File: config.mk
export PLATFORM = sky130hd
export DESIGN_NAME = mem_arbiter_flat
export DESIGN_NICKNAME = d
export VERILOG_FILES = /design/src/rtl/mem_arbiter_if.sv /design/src/rtl/mem_arbiter.sv /design/src/flat_wrapper.sv
export SDC_FILE = /design/constraint.sdc
export NUM_CORES = 1
export LEC_CHECK = 0
export ABC_AREA = 1
export CORE_UTILIZATION = 45
export CTS_BUF_LIST = sky130_fd_sc_hd__clkbuf_8
export CTS_CLUSTER_SIZE = 8
export DETAILED_ROUTE_END_ITERATION = 10
export GPL_TIMING_DRIVEN = 0
export PLACE_DENSITY = 0.88
export SLEW_MARGIN = 20
export SYNTH_ARGS = -nofsm -noshare
export SYNTH_HDL_FRONTEND = slang
export SYNTH_SLANG_ARGS = --single-unit
File: constraint.sdc
create_clock -name clk -period 1.57 [get_ports clk]
set_input_delay 0.314 -clock clk [delete_from_list [all_inputs] [get_ports clk]]
set_output_delay 0.314 -clock clk [all_outputs]
set_load 0.01 [all_outputs]
File: src/rtl/mem_arbiter_if.sv
// Bus bundle between the CPU-side requesters, the memory arbiter and the
// asynchronous memory port. The slave modport is the arbiter's view; the
// master modport is the view of whatever drives requests and memory data.
interface mem_arbiter_if #(
  parameter int ADDR_W = 16,
  parameter int DATA_W = 16
);
  logic              fetchReq;
  logic [ADDR_W-1:0] fetchAddr;
  logic              fetchAck;
  logic [DATA_W-1:0] fetchData;

  logic              dataReq;
  logic              dataWe;
  logic [ADDR_W-1:0] dataAddr;
  logic [DATA_W-1:0] dataWData;
  logic              dataAck;
  logic [DATA_W-1:0] dataRData;

  logic [ADDR_W-1:0] memAddr;
  logic              memRe;
  logic              memWe;
  logic [DATA_W-1:0] memWBus;
  logic [DATA_W-1:0] memRBus;

  modport slave (
    input  fetchReq, fetchAddr, dataReq, dataWe, dataAddr, dataWData, memRBus,
    output fetchAck, fetchData, dataAck, dataRData, memAddr, memRe, memWe, memWBus
  );

  modport master (
    output fetchReq, fetchAddr, dataReq, dataWe, dataAddr, dataWData, memRBus,
    input  fetchAck, fetchData, dataAck, dataRData, memAddr, memRe, memWe, memWBus
  );
endinterface

File: src/rtl/mem_arbiter.sv
// Memory arbiter: shares one asynchronous memory port between instruction
// fetch (read-only) and load/store (read/write). Requests are only looked at
// in IDLE; the winner's address and write data are captured on the grant edge
// so requester inputs may change freely until the next IDLE. Under contention
// the requester that was not granted last wins, which alternates grants.
module mem_arbiter #(
  parameter int ADDR_W    = 16,
  parameter int DATA_W    = 16,
  parameter int READ_WAIT = 1
) (
  input  logic           clk,
  input  logic           rstN,
  mem_arbiter_if.slave   bus
);

  localparam int CNT_W = (READ_WAIT < 2) ? 1 : $clog2(READ_WAIT + 1);
  localparam logic [CNT_W-1:0] WAIT_LAST = CNT_W'(READ_WAIT);
  localparam logic [CNT_W-1:0] WAIT_ONE  = CNT_W'(1);

  typedef enum logic [2:0] {
    IDLE      = 3'd0,
    READ      = 3'd1,
    ACK       = 3'd2,
    WR_SETUP  = 3'd3,
    WR_STROBE = 3'd4,
    WR_HOLD   = 3'd5
  } state_e;

  state_e            state_r;
  state_e            stateNext_s;
  logic              grantFetch_s;
  logic              grantData_s;
  logic              grantAny_s;
  logic              lastGrantFetch_r;
  logic              ownerFetch_r;
  logic [CNT_W-1:0]  waitCnt_r;

  logic [ADDR_W-1:0] memAddr_r;
  logic [DATA_W-1:0] memWBus_r;
  logic              memRe_r;
  logic              memWe_r;
  logic              fetchAck_r;
  logic              dataAck_r;
  logic [DATA_W-1:0] fetchData_r;
  logic [DATA_W-1:0] dataRData_r;

  // Arbitration and next-state decode; a tie goes to whoever was not granted last.
  always_comb begin
    grantFetch_s = bus.fetchReq && (!bus.dataReq || !lastGrantFetch_r);
    grantData_s  = bus.dataReq && !grantFetch_s;
    grantAny_s   = grantFetch_s || grantData_s;
    stateNext_s  = state_r;
    case (state_r)
      IDLE: begin
        if (grantFetch_s) begin
          stateNext_s = READ;
        end else if (grantData_s) begin
          stateNext_s = bus.dataWe ? WR_SETUP : READ;
        end else begin
          stateNext_s = IDLE;
        end
      end
      READ: begin
        if (waitCnt_r == WAIT_LAST) begin
          stateNext_s = ACK;
        end else begin
          stateNext_s = READ;
        end
      end
      ACK:       stateNext_s = IDLE;
      WR_SETUP:  stateNext_s = WR_STROBE;
      WR_STROBE: stateNext_s = WR_HOLD;
      WR_HOLD:   stateNext_s = IDLE;
      default:   stateNext_s = IDLE;
    endcase
  end

  // FSM state register.
  always_ff @(posedge clk) begin
    if (!rstN) begin
      state_r <= IDLE;
    end else begin
      state_r <= stateNext_s;
    end
  end

  // Strobes and acks are decoded from the next state so they are registered outputs.
  always_ff @(posedge clk) begin
    if (!rstN) begin
      memRe_r    <= 1'b0;
      memWe_r    <= 1'b0;
      fetchAck_r <= 1'b0;
      dataAck_r  <= 1'b0;
    end else begin
      memRe_r    <= (stateNext_s == READ);
      memWe_r    <= (stateNext_s == WR_STROBE);
      fetchAck_r <= (stateNext_s == ACK) && ownerFetch_r;
      dataAck_r  <= ((stateNext_s == ACK) && !ownerFetch_r) || (stateNext_s == WR_HOLD);
    end
  end

  // Grant bookkeeping, read wait counter and address/write-data capture.
  always_ff @(posedge clk) begin
    if (!rstN) begin
      lastGrantFetch_r <= 1'b0;
      ownerFetch_r     <= 1'b0;
      waitCnt_r        <= '0;
      memAddr_r        <= '0;
      memWBus_r        <= '0;
    end else if ((state_r == IDLE) && grantAny_s) begin
      lastGrantFetch_r <= grantFetch_s;
      ownerFetch_r     <= grantFetch_s;
      waitCnt_r        <= WAIT_ONE;
      memAddr_r        <= grantFetch_s ? bus.fetchAddr : bus.dataAddr;
      if (grantData_s && bus.dataWe) begin
        memWBus_r <= bus.dataWData;
      end else begin
        memWBus_r <= memWBus_r;
      end
    end else if (state_r == READ) begin
      waitCnt_r <= waitCnt_r + WAIT_ONE;
    end else begin
      waitCnt_r <= waitCnt_r;
    end
  end

  // Read data capture on the last READ edge; each requester keeps its own copy.
  always_ff @(posedge clk) begin
    if (!rstN) begin
      fetchData_r <= '0;
      dataRData_r <= '0;
    end else if ((state_r == READ) && (stateNext_s == ACK)) begin
      if (ownerFetch_r) begin
        fetchData_r <= bus.memRBus;
      end else begin
        dataRData_r <= bus.memRBus;
      end
    end else begin
      fetchData_r <= fetchData_r;
      dataRData_r <= dataRData_r;
    end
  end

  assign bus.memAddr   = memAddr_r;
  assign bus.memWBus   = memWBus_r;
  assign bus.memRe     = memRe_r;
  assign bus.memWe     = memWe_r;
  assign bus.fetchAck  = fetchAck_r;
  assign bus.dataAck   = dataAck_r;
  assign bus.fetchData = fetchData_r;
  assign bus.dataRData = dataRData_r;

endmodule

File: src/flat_wrapper.sv
// flat-port wrapper written by rule: the top's interface ports become plain ports
module mem_arbiter_flat 
#(
  parameter int ADDR_W    = 16,
  parameter int DATA_W    = 16,
  parameter int READ_WAIT = 1
)
  (clk, rstN, bus_fetchReq, bus_fetchAddr, bus_dataReq, bus_dataWe, bus_dataAddr, bus_dataWData, bus_memRBus, bus_fetchAck, bus_fetchData, bus_dataAck, bus_dataRData, bus_memAddr, bus_memRe, bus_memWe, bus_memWBus);
  mem_arbiter_if #(.ADDR_W(ADDR_W), .DATA_W(DATA_W)) bus_i ();
  input  logic clk;
  input  logic rstN;
  input wire logic [$bits(bus_i.fetchReq)-1:0] bus_fetchReq;
  input wire logic [$bits(bus_i.fetchAddr)-1:0] bus_fetchAddr;
  input wire logic [$bits(bus_i.dataReq)-1:0] bus_dataReq;
  input wire logic [$bits(bus_i.dataWe)-1:0] bus_dataWe;
  input wire logic [$bits(bus_i.dataAddr)-1:0] bus_dataAddr;
  input wire logic [$bits(bus_i.dataWData)-1:0] bus_dataWData;
  input wire logic [$bits(bus_i.memRBus)-1:0] bus_memRBus;
  output wire logic [$bits(bus_i.fetchAck)-1:0] bus_fetchAck;
  output wire logic [$bits(bus_i.fetchData)-1:0] bus_fetchData;
  output wire logic [$bits(bus_i.dataAck)-1:0] bus_dataAck;
  output wire logic [$bits(bus_i.dataRData)-1:0] bus_dataRData;
  output wire logic [$bits(bus_i.memAddr)-1:0] bus_memAddr;
  output wire logic [$bits(bus_i.memRe)-1:0] bus_memRe;
  output wire logic [$bits(bus_i.memWe)-1:0] bus_memWe;
  output wire logic [$bits(bus_i.memWBus)-1:0] bus_memWBus;
  assign bus_i.fetchReq = bus_fetchReq;
  assign bus_i.fetchAddr = bus_fetchAddr;
  assign bus_i.dataReq = bus_dataReq;
  assign bus_i.dataWe = bus_dataWe;
  assign bus_i.dataAddr = bus_dataAddr;
  assign bus_i.dataWData = bus_dataWData;
  assign bus_i.memRBus = bus_memRBus;
  assign bus_fetchAck = bus_i.fetchAck;
  assign bus_fetchData = bus_i.fetchData;
  assign bus_dataAck = bus_i.dataAck;
  assign bus_dataRData = bus_i.dataRData;
  assign bus_memAddr = bus_i.memAddr;
  assign bus_memRe = bus_i.memRe;
  assign bus_memWe = bus_i.memWe;
  assign bus_memWBus = bus_i.memWBus;
  mem_arbiter #(.ADDR_W(ADDR_W), .DATA_W(DATA_W), .READ_WAIT(READ_WAIT)) u_core (.clk(clk), .rstN(rstN), .bus(bus_i));
endmodule
==> Yosys cells after proc, flatten, opt, wreduce, memory -nomap -nowiden <==
Index checks and enable logic that the tools add are counted.
{ "totals": {"input_bits": 69, "word_cells": 46, "output_inout_bits": 68, "reg_bits": 73} }
{ "classes": {"eq_ne": 7, "bitwise": 1, "n_reduce_logical": 18, "mux": 8, "addsub": 1} }
{ "op_table": {"columns": ["operator", "count"], "rows": [
  ["two-way mux 16 bit", 1],
  ["one-hot mux 3 bit (4 select lines)", 1],
  ["== test 3 bit (second input constant)", 3],
  ["logical AND 1 bit", 7],
  ["== test 3 x 1 -> 1 bit (second input constant)", 2],
  ["== test 3 x 2 -> 1 bit (second input constant)", 2],
  ["two-way mux 3 bit", 2],
  ["AND reduction 2 bit", 3],
  ["two-way mux 2 bit", 2],
  ["zero test 1 bit", 3],
  ["zero test 3 bit", 1],
  ["logical OR 1 bit", 3],
  ["two-way mux 1 bit", 2],
  ["nonzero test 2 bit", 1],
  ["adder 1 bit (second input constant)", 1],
  ["inverter 1 bit", 1]
]} }

==> Logic depth before layout (Yosys ltp) <==
{ "depth": {"ltp_word": 11, "depth_mapped": 8, "mapped_depth_nobuf": 7} }

==> Worst setup path after synthesis <==
OpenSTA, ideal clock, no wires.
{ "synth_path": {"path_kind": "flip-flop to flip-flop", "startpoint": "reg u_core.state_r[1]", "endpoint": "reg u_core.memAddr_r[10], in the netlist u_core.bus.memAddr[10]", "required_time_ps": 1456, "path_stages_with_launch": 8, "setup_slack_ps": 389, "arrival_time_ps": 1067, "setup_time_ps": 114, "cell_sequence": "dfxtp_1 > nor2_4 > nand3_4 > inv_4 > buf_12 > nand2_4 > nor2_2 > nor2_2"} }
{ "synth_via": {"elab_chain_cells": 2} }
{ "synth_rtl": {"columns": ["element", "line_no", "text"], "rows": [
  ["start: declaration", "mem_arbiter.sv:29", "state_e state_r;"],
  ["start signal: assignment", "mem_arbiter.sv:83", "state_r <= stateNext_s;"],
  ["zero test 3 bit", "mem_arbiter.sv:110", "end else if ((state_r == IDLE) && grantAny_s) begin"],
  ["logical AND 1 bit", "mem_arbiter.sv:110", null],
  ["end signal: assignment", "mem_arbiter.sv:114", "memAddr_r <= grantFetch_s ? bus.fetchAddr : bus.dataAddr;"],
  ["end: declaration", "mem_arbiter.sv:38", "logic [ADDR_W-1:0] memAddr_r;"]
]} }
Every way passes these cells.
A chain may end at the register's enable or synchronous reset.

==> Worst setup path in the final report <==
{ "layout_path": {"startpoint": "reg u_core.dataRData_r[6], in the netlist u_core.bus.dataRData[6]", "endpoint": "out bus_dataRData[6]"} }
{ "layout_lines": {"columns": ["element", "line_no", "text"], "rows": [
  ["start: declaration", "mem_arbiter.sv:45", "logic [DATA_W-1:0] dataRData_r;"],
  ["start signal: assignment", "mem_arbiter.sv:136", "dataRData_r <= bus.memRBus;"],
  ["start signal: assignment", "mem_arbiter.sv:140", "dataRData_r <= dataRData_r;"],
  ["end: declaration", "flat_wrapper.sv:22", "output wire logic [$bits(bus_i.dataRData)-1:0] bus_dataRData;"]
]} }
No word-level cell between the ends.

==> impl_results.md <==
* Compound-Gate Fraction of Synth Area at 3.37%
* Post-synth EDFFs at 0
* Filler cell count at 552
* HP Class: input port to register
* Clock slew at reported path FFs at 0.08 ns
* Post-Syn Area at 3450 sq um
* Synth Area in Simple Gates at 40.8%
* Synthesized net count at 567
* DR vias/cell at 4.53
* Sink Count at 73
* Status: completed
* Main synth FF type: dfxtp_1
* Fmax at 650 MHz
* Slew margin rel. at 65.6%
* Total Wirelength at 8.99 mm
* Worst-path cell chain: clkdlybuf4s50_1
* Final Hold Fails at 0
* Xor-xnor portion of the synthesized cell area at 0%
* CTS Hold Bufs at 0
* Vias at 3390
* Clock Skew at 0.00761 ns
* Max incr delay on CP at 0.54 ns
* Post-synth top cells: nor2_1, nand2_1, dfxtp_1
* Ant. Diodes at 0
* CP arrival at 1.22 ns
* H-tree level count at 3
* Syn Area/Cell at 6.93 sq um
* Antenna-violating nets left at 0
* GRT Util Overall at 22.5%
* Top cells by area, synth: dfxtp_1, nor2_1, nand2_1
* CTS buffer count at 9
* Final Slew Violations at 0
* Post-Synth Adder-Cell Area at 0%
* Height of the die at 89.6 microns
* Post-Synthesis Cells at 498
* GRT overflow at 0
* Leak pwr at 3.24 nW
* Final worst-path cycle share at 98.0%
* DRT Pass-1 Iters at 4
* Setup violators final at 0
* Startpoint Class: register
* Top-area cell type share of the netlist area at 42.4%
* Most frequent cell after synthesis: nor2_1
* DRC viols at 0
* Area growth syn-to-layout at 51.1%
* Clock latency on the worst-skew pair at 0.34 ns
* Fin crit period at 1.54 ns
* Root Driver: clkbuf_8
* Detailed placement HPWL at 6.70 mm
* Core region area at 7330 sq um
* Boundary Pins at 137
* CP required at 1.26 ns
* Worst vdd ir at 485 uV
* Cell taking the most area after synthesis: dfxtp_1
* Max Root-Sink Buffers at 2
* PortBufs at 135
* Kind of critical path: register to output port
* Crit-path max FO at 2
* Worst path slowest cell: clkdlybuf4s50_1
* Delay-heaviest family, CP: buffers and inverters
* Number of buffers and inverters on the critical path at 1
* Antenna violations before repair at 0
* #FFs+latches synth at 73
* First-pass GRT wire length at 13.8 mm
* Crit end category: output port
* Mux cell area share after synthesis at 0%
* Nets@finish at 713
* Largest net degree at the start of global routing at 12
* FFs w/ async S/R, synth at 0%
* Total power at 4.76 mW
* Synth cell types at 26
* Ys Warns at 0
* Die W at 89.6 microns
* Main combinational cell family by area after synthesis: simple AND/OR/NAND/NOR gates
* Die area at 8020 sq um
* Pwr Density at 913 nW/um^2
* Starting density of the core at 47.1%
* CTS tree: done
* Layout cell share with drive strength beyond 1 at 12.2%
* Sequential area share after synthesis at 42.4%
* DR WL/cell at 12.0 microns
* Site Rows at 31
* Drt initial violations at 132
* MaxCap Viol Count at 0
* Vias in the first global route at 3160
* Setup TNS at 0 ns
* GP Congestion at 0.790
* Slew @ Worst Pin at 0.517 ns
[through the flow]
step / instances / setup slack, ns / area [sq um] / hold WS [ns] / util, %
after global routing: 748 / -0.0244 / 5210 / 0.326 / 71.1
after detailed placement: 732 / -0.220 / 4920 / 0.473 / 67.2
after CTS: 748 / 0.00311 / 5100 / 0.302 / 69.5
final: 748 / 0.0318 / 5210 / 0.322 / 71.1
after floorplan: 498 / 0.389 / 3450 / 0.449 / -
after global placement: 732 / -0.186 / 4920 / 0.464 / 67.2
[where the power goes]
part           switching (mW)  leakage, nW  internal [mW]  total [mW]
registers               0.107        0.596           2.02        2.12
logic                   0.682         2.54          0.647        1.33
clock network           0.662        0.101          0.641        1.30
[cells by family after synthesis]
group / Yosys count
and+or+nand+nor: 304
buffers and inverters: 100
DFF: 73
AOI/OAI and AO/OA: 21
[layer usage]
layer	vias up	wire length, microns	global-route usage, %
li1	1751	-	-
met1	1496	3770	25.5
met2	127	4400	39.7
met3	16	656	6.93
met4	0	165	8.37
met5	-	0	0
[registers in the layout (all words and copies together), names as in the netlist]
name                  cells
u_core.bus.dataAck        1
u_core.bus.dataRData     16
u_core.bus.fetchAck       1
u_core.bus.fetchData     16
u_core.bus.memAddr       16
u_core.bus.memRe          1
u_core.bus.memWBus       16
u_core.bus.memWe          1
u_core.ownerFetch_r       1
u_core.state_r            3
u_core.waitCnt_r          1
[layout by cell type (no fill, tap or decap), types with 2 or more instances in the layout]
| cell type | count |
|---|---|
| nand2_2 | 3 |
| buf_6 | 8 |
| clkbuf_1 | 4 |
| nor2_8 | 2 |
| nand2_4 | 10 |
| buf_2 | 6 |
| nor2_1 | 127 |
| nand2_1 | 113 |
| a21oi_1 | 3 |
| nand3_1 | 21 |
| o21ai_1 | 17 |
| dfxtp_1 | 73 |
| buf_1 | 2 |
| clkdlybuf4s50_1 | 87 |
| nand4_4 | 2 |
| clkbuf_8 | 11 |
| inv_2 | 6 |
| nor2_4 | 2 |
| dlymetal6s2s_1 | 46 |
| dlygate4sd2_1 | 2 |
| nor2_2 | 20 |
| inv_1 | 73 |
| clkinv_2 | 3 |
[cell type report]
class | count | area [sq um] | area share [%]
Multi-Input combinational cell | 325 | 1520 | 29.2
Timing Repair Buffer | 135 | 1460 | 28.1
Tap cell | 99 | 124 | 2.38
Sequential cell | 73 | 1460 | 28.0
Clock inverter | 5 | 22.5 | 0.432
Buffer | 22 | 170 | 3.27
Clock buffer | 11 | 151 | 2.91
Inverter | 78 | 295 | 5.67
[repair_timing]
action                                  CTS  global route
resized for setup                         2            46
endpoints found under the setup margin    2            46
buffers inserted                          0             0
[worst paths after layout]
check,start,end,slack [ns],cells after the start
max,u_core.bus.dataRData[6]$_SDFFE_PN0P_,bus_dataRData[6],0.03,1
min reg2reg,u_core.bus.memWBus[13]$_SDFFE_PN0P_,u_core.bus.memWBus[13]$_SDFFE_PN0P_,0.48,2
max reg2reg,u_core.state_r[1]$_SDFF_PN0_,u_core.bus.memAddr[5]$_SDFFE_PN0P_,0.20,7
min,rstN,u_core.bus.memAddr[0]$_SDFFE_PN0P_,0.32,3
Note: power is estimated with default switching activity, not from simulation.
==> patch (same flow settings) <==
`DATA_W` is set to 16 in 3 places; all go to 12.
--- a/src/rtl/mem_arbiter_if.sv
+++ b/src/rtl/mem_arbiter_if.sv
@@ -3,7 +3,7 @@
 // master modport is the view of whatever drives requests and memory data.
 interface mem_arbiter_if #(
   parameter int ADDR_W = 16,
-  parameter int DATA_W = 16
+  parameter int DATA_W = 12
 );
   logic              fetchReq;
   logic [ADDR_W-1:0] fetchAddr;
--- a/src/rtl/mem_arbiter.sv
+++ b/src/rtl/mem_arbiter.sv
@@ -5,7 +5,7 @@
 // the requester that was not granted last wins, which alternates grants.
 module mem_arbiter #(
   parameter int ADDR_W    = 16,
-  parameter int DATA_W    = 16,
+  parameter int DATA_W    = 12,
   parameter int READ_WAIT = 1
 ) (
   input  logic           clk,
--- a/src/flat_wrapper.sv
+++ b/src/flat_wrapper.sv
@@ -2,7 +2,7 @@
 module mem_arbiter_flat 
 #(
   parameter int ADDR_W    = 16,
-  parameter int DATA_W    = 16,
+  parameter int DATA_W    = 12,
   parameter int READ_WAIT = 1
 )
   (clk, rstN, bus_fetchReq, bus_fetchAddr, bus_dataReq, bus_dataWe, bus_dataAddr, bus_dataWData, bus_memRBus, bus_fetchAck, bus_fetchData, bus_dataAck, bus_dataRData, bus_memAddr, bus_memRe, bus_memWe, bus_memWBus);
Ports: changed (5 resized); port bits go from 137 to 117. The function was not compared with the original's and may differ.
==> patch against the original RTL <==
- via count down 16%
- area after synthesis decreased by 20%
- design area fell by 19%
- clock skew grew 0.0018 ns
- routed wire length decreased by 23%
- worst setup slack lost 0.0069 ns
- register-to-register slack improved by 0.07 ns
- sequential cell count down 12
- power decreased by 14%
- critical path depth is the same
- final cell count down 16%
- maximum frequency fell by 0.44%
==> patch: results (changes against the original RTL) <==
- Run status: completed
- Routability congestion estimate: 0.7837 (-0.82%)
- Vias in the first global route: 2,804 (-11%)
- Pre-CTS setup slack: -0.1429 ns (+0.07664 ns)
- Delay contributed by the slowest stage of the critical path: 0.57 ns (+0.03 ns)
- Worst clock skew: 0.009417 ns (+0.001808 ns)
- Pleak: 2.171 nW (-33%)
- Most area-consuming cells after synthesis: sky130_fd_sc_hd__dfxtp_1, sky130_fd_sc_hd__nor2_1, sky130_fd_sc_hd__nand2_1
- Vias per inst: 4.563 (+0.68%)
- Share of layout cells above drive strength 1: 7.065% (-5.1 points)
- Yosys warning total: 0 (unchanged)
- Cell with the biggest individual delay on the critical path: sky130_fd_sc_hd__clkdlybuf4s50_1
- Number of max-capacitance violations reported: 0 (unchanged)
- Total wire length after detailed routing: 6957 µm (-23%)
- Post-synth top flop: sky130_fd_sc_hd__dfxtp_1
- Count of cell types in the netlist: 21 (-19%)
- Maximum resistive drop on vdd: 547.7 µV (+13%)
- Least-Margin Pin Slew: 0.4663 ns (-0.05040 ns)
- First-pass GRT wire length: 11,450 µm (-17%)
- Largest delay share family, worst path: buffers and inverters
- DR iter-0 viols: 100 (-24%)
- Clk pin slew, worst setup/hold paths: about 0.070 ns
- Number of nets in the final layout: 609 (-15%)
- Antenna violations before repair: 0 (unchanged)
- Sum of net half-perimeters after detailed placement: 5335 µm (-20%)
- Count of buffers from port buffering: 115 (-15%)
- H-tree depth: 3 (unchanged)
- Portion of the post-synthesis area used by sequential elements: 44.12% (+1.8 points)
- Post_cts resized: 0 (-2)
- Clk root buf: sky130_fd_sc_hd__clkbuf_8
- Clk buf depth: 2 (unchanged)
- Post-Syn Nets: 483 (-15%)
- First-pass iteration count of the detailed router: 4 (unchanged)
- Clock buffer count from CTS: 9 (unchanged)
- Clk Latency, worst-skew pair: roughly 0.33 ns
- Overall fraction of global-route tracks in use: 23.00% (+0.47 points)
- Maximum number of pins on one net before global-route repair: 11 (-1)
- Most frequent cells after synthesis: sky130_fd_sc_hd__nor2_1, sky130_fd_sc_hd__nand2_1, sky130_fd_sc_hd__dfxtp_1, sky130_fd_sc_hd__inv_1, sky130_fd_sc_hd__nand3_1
patch: path summary, 6_finish.rpt:
check                                                     startpoint                             endpoint  slack (ns)  depth (start not counted)
worst max register to register          u_core.state_r[1]$_SDFF_PN0_   u_core.bus.memWBus[2]$_SDFFE_PN0P_        0.27                          7
worst min register to register    u_core.bus.memWBus[3]$_SDFFE_PN0P_   u_core.bus.memWBus[3]$_SDFFE_PN0P_        0.49                          2
worst max-delay path            u_core.bus.dataRData[5]$_SDFFE_PN0P_                     bus_dataRData[5]        0.02                          1
worst min-delay path                                            rstN  u_core.bus.memAddr[11]$_SDFFE_PN0P_        0.37                          3
patch: cell families after synthesis:
| family | after synthesis | synth area share (%) |
|---|---|---|
| AND/OR/NAND/NOR | 257 | 38.25 |
| buffers and inverters | 84 | 14.01 |
| flip-flops | 61 | 44.12 |
| AO/OA/AOI/OAI | 20 | 3.616 |
patch: metrics by stage:
stage,cell area [µm²],TNS [ns],instances,hold WS [ns],total power [mW]
finish,4208,0,627,0.3713,4.107
CTS,4190,0,627,0.3523,4.142
detailed placement,4013,-2.846,612,0.4750,2.899
global route,4208,0,627,0.3984,4.336
floorplan,2768,0,422,0.4489,2.369
global placement,4013,-2.143,612,0.4641,2.870
patch: layout make-up:
class	count	area [µm²]
clock inverters	3	12.51
flip-flops and latches	61	1221
well taps	75	93.84
fillers	455	1713
inverters	64	240.2
repair buffers	115	1169
clock buffers	12	165.2
plain buffers	20	147.6
multi-input cells	277	1159
patch: layer usage:
metal	up-vias	part of all wire [%]	GRT usage, %
li1	1489	-	-
met1	1273	39	23.97
met2	86	52	42.03
met3	13	6.5	6.705
met4	0	2.2	10.54
met5	-	0	0
patch: power breakdown:
group          leakage [nW]  internal (mW)  switching (mW)
logic                  1.57          0.554           0.518
clock network         0.101          0.680           0.565
registers             0.499           1.70          0.0921
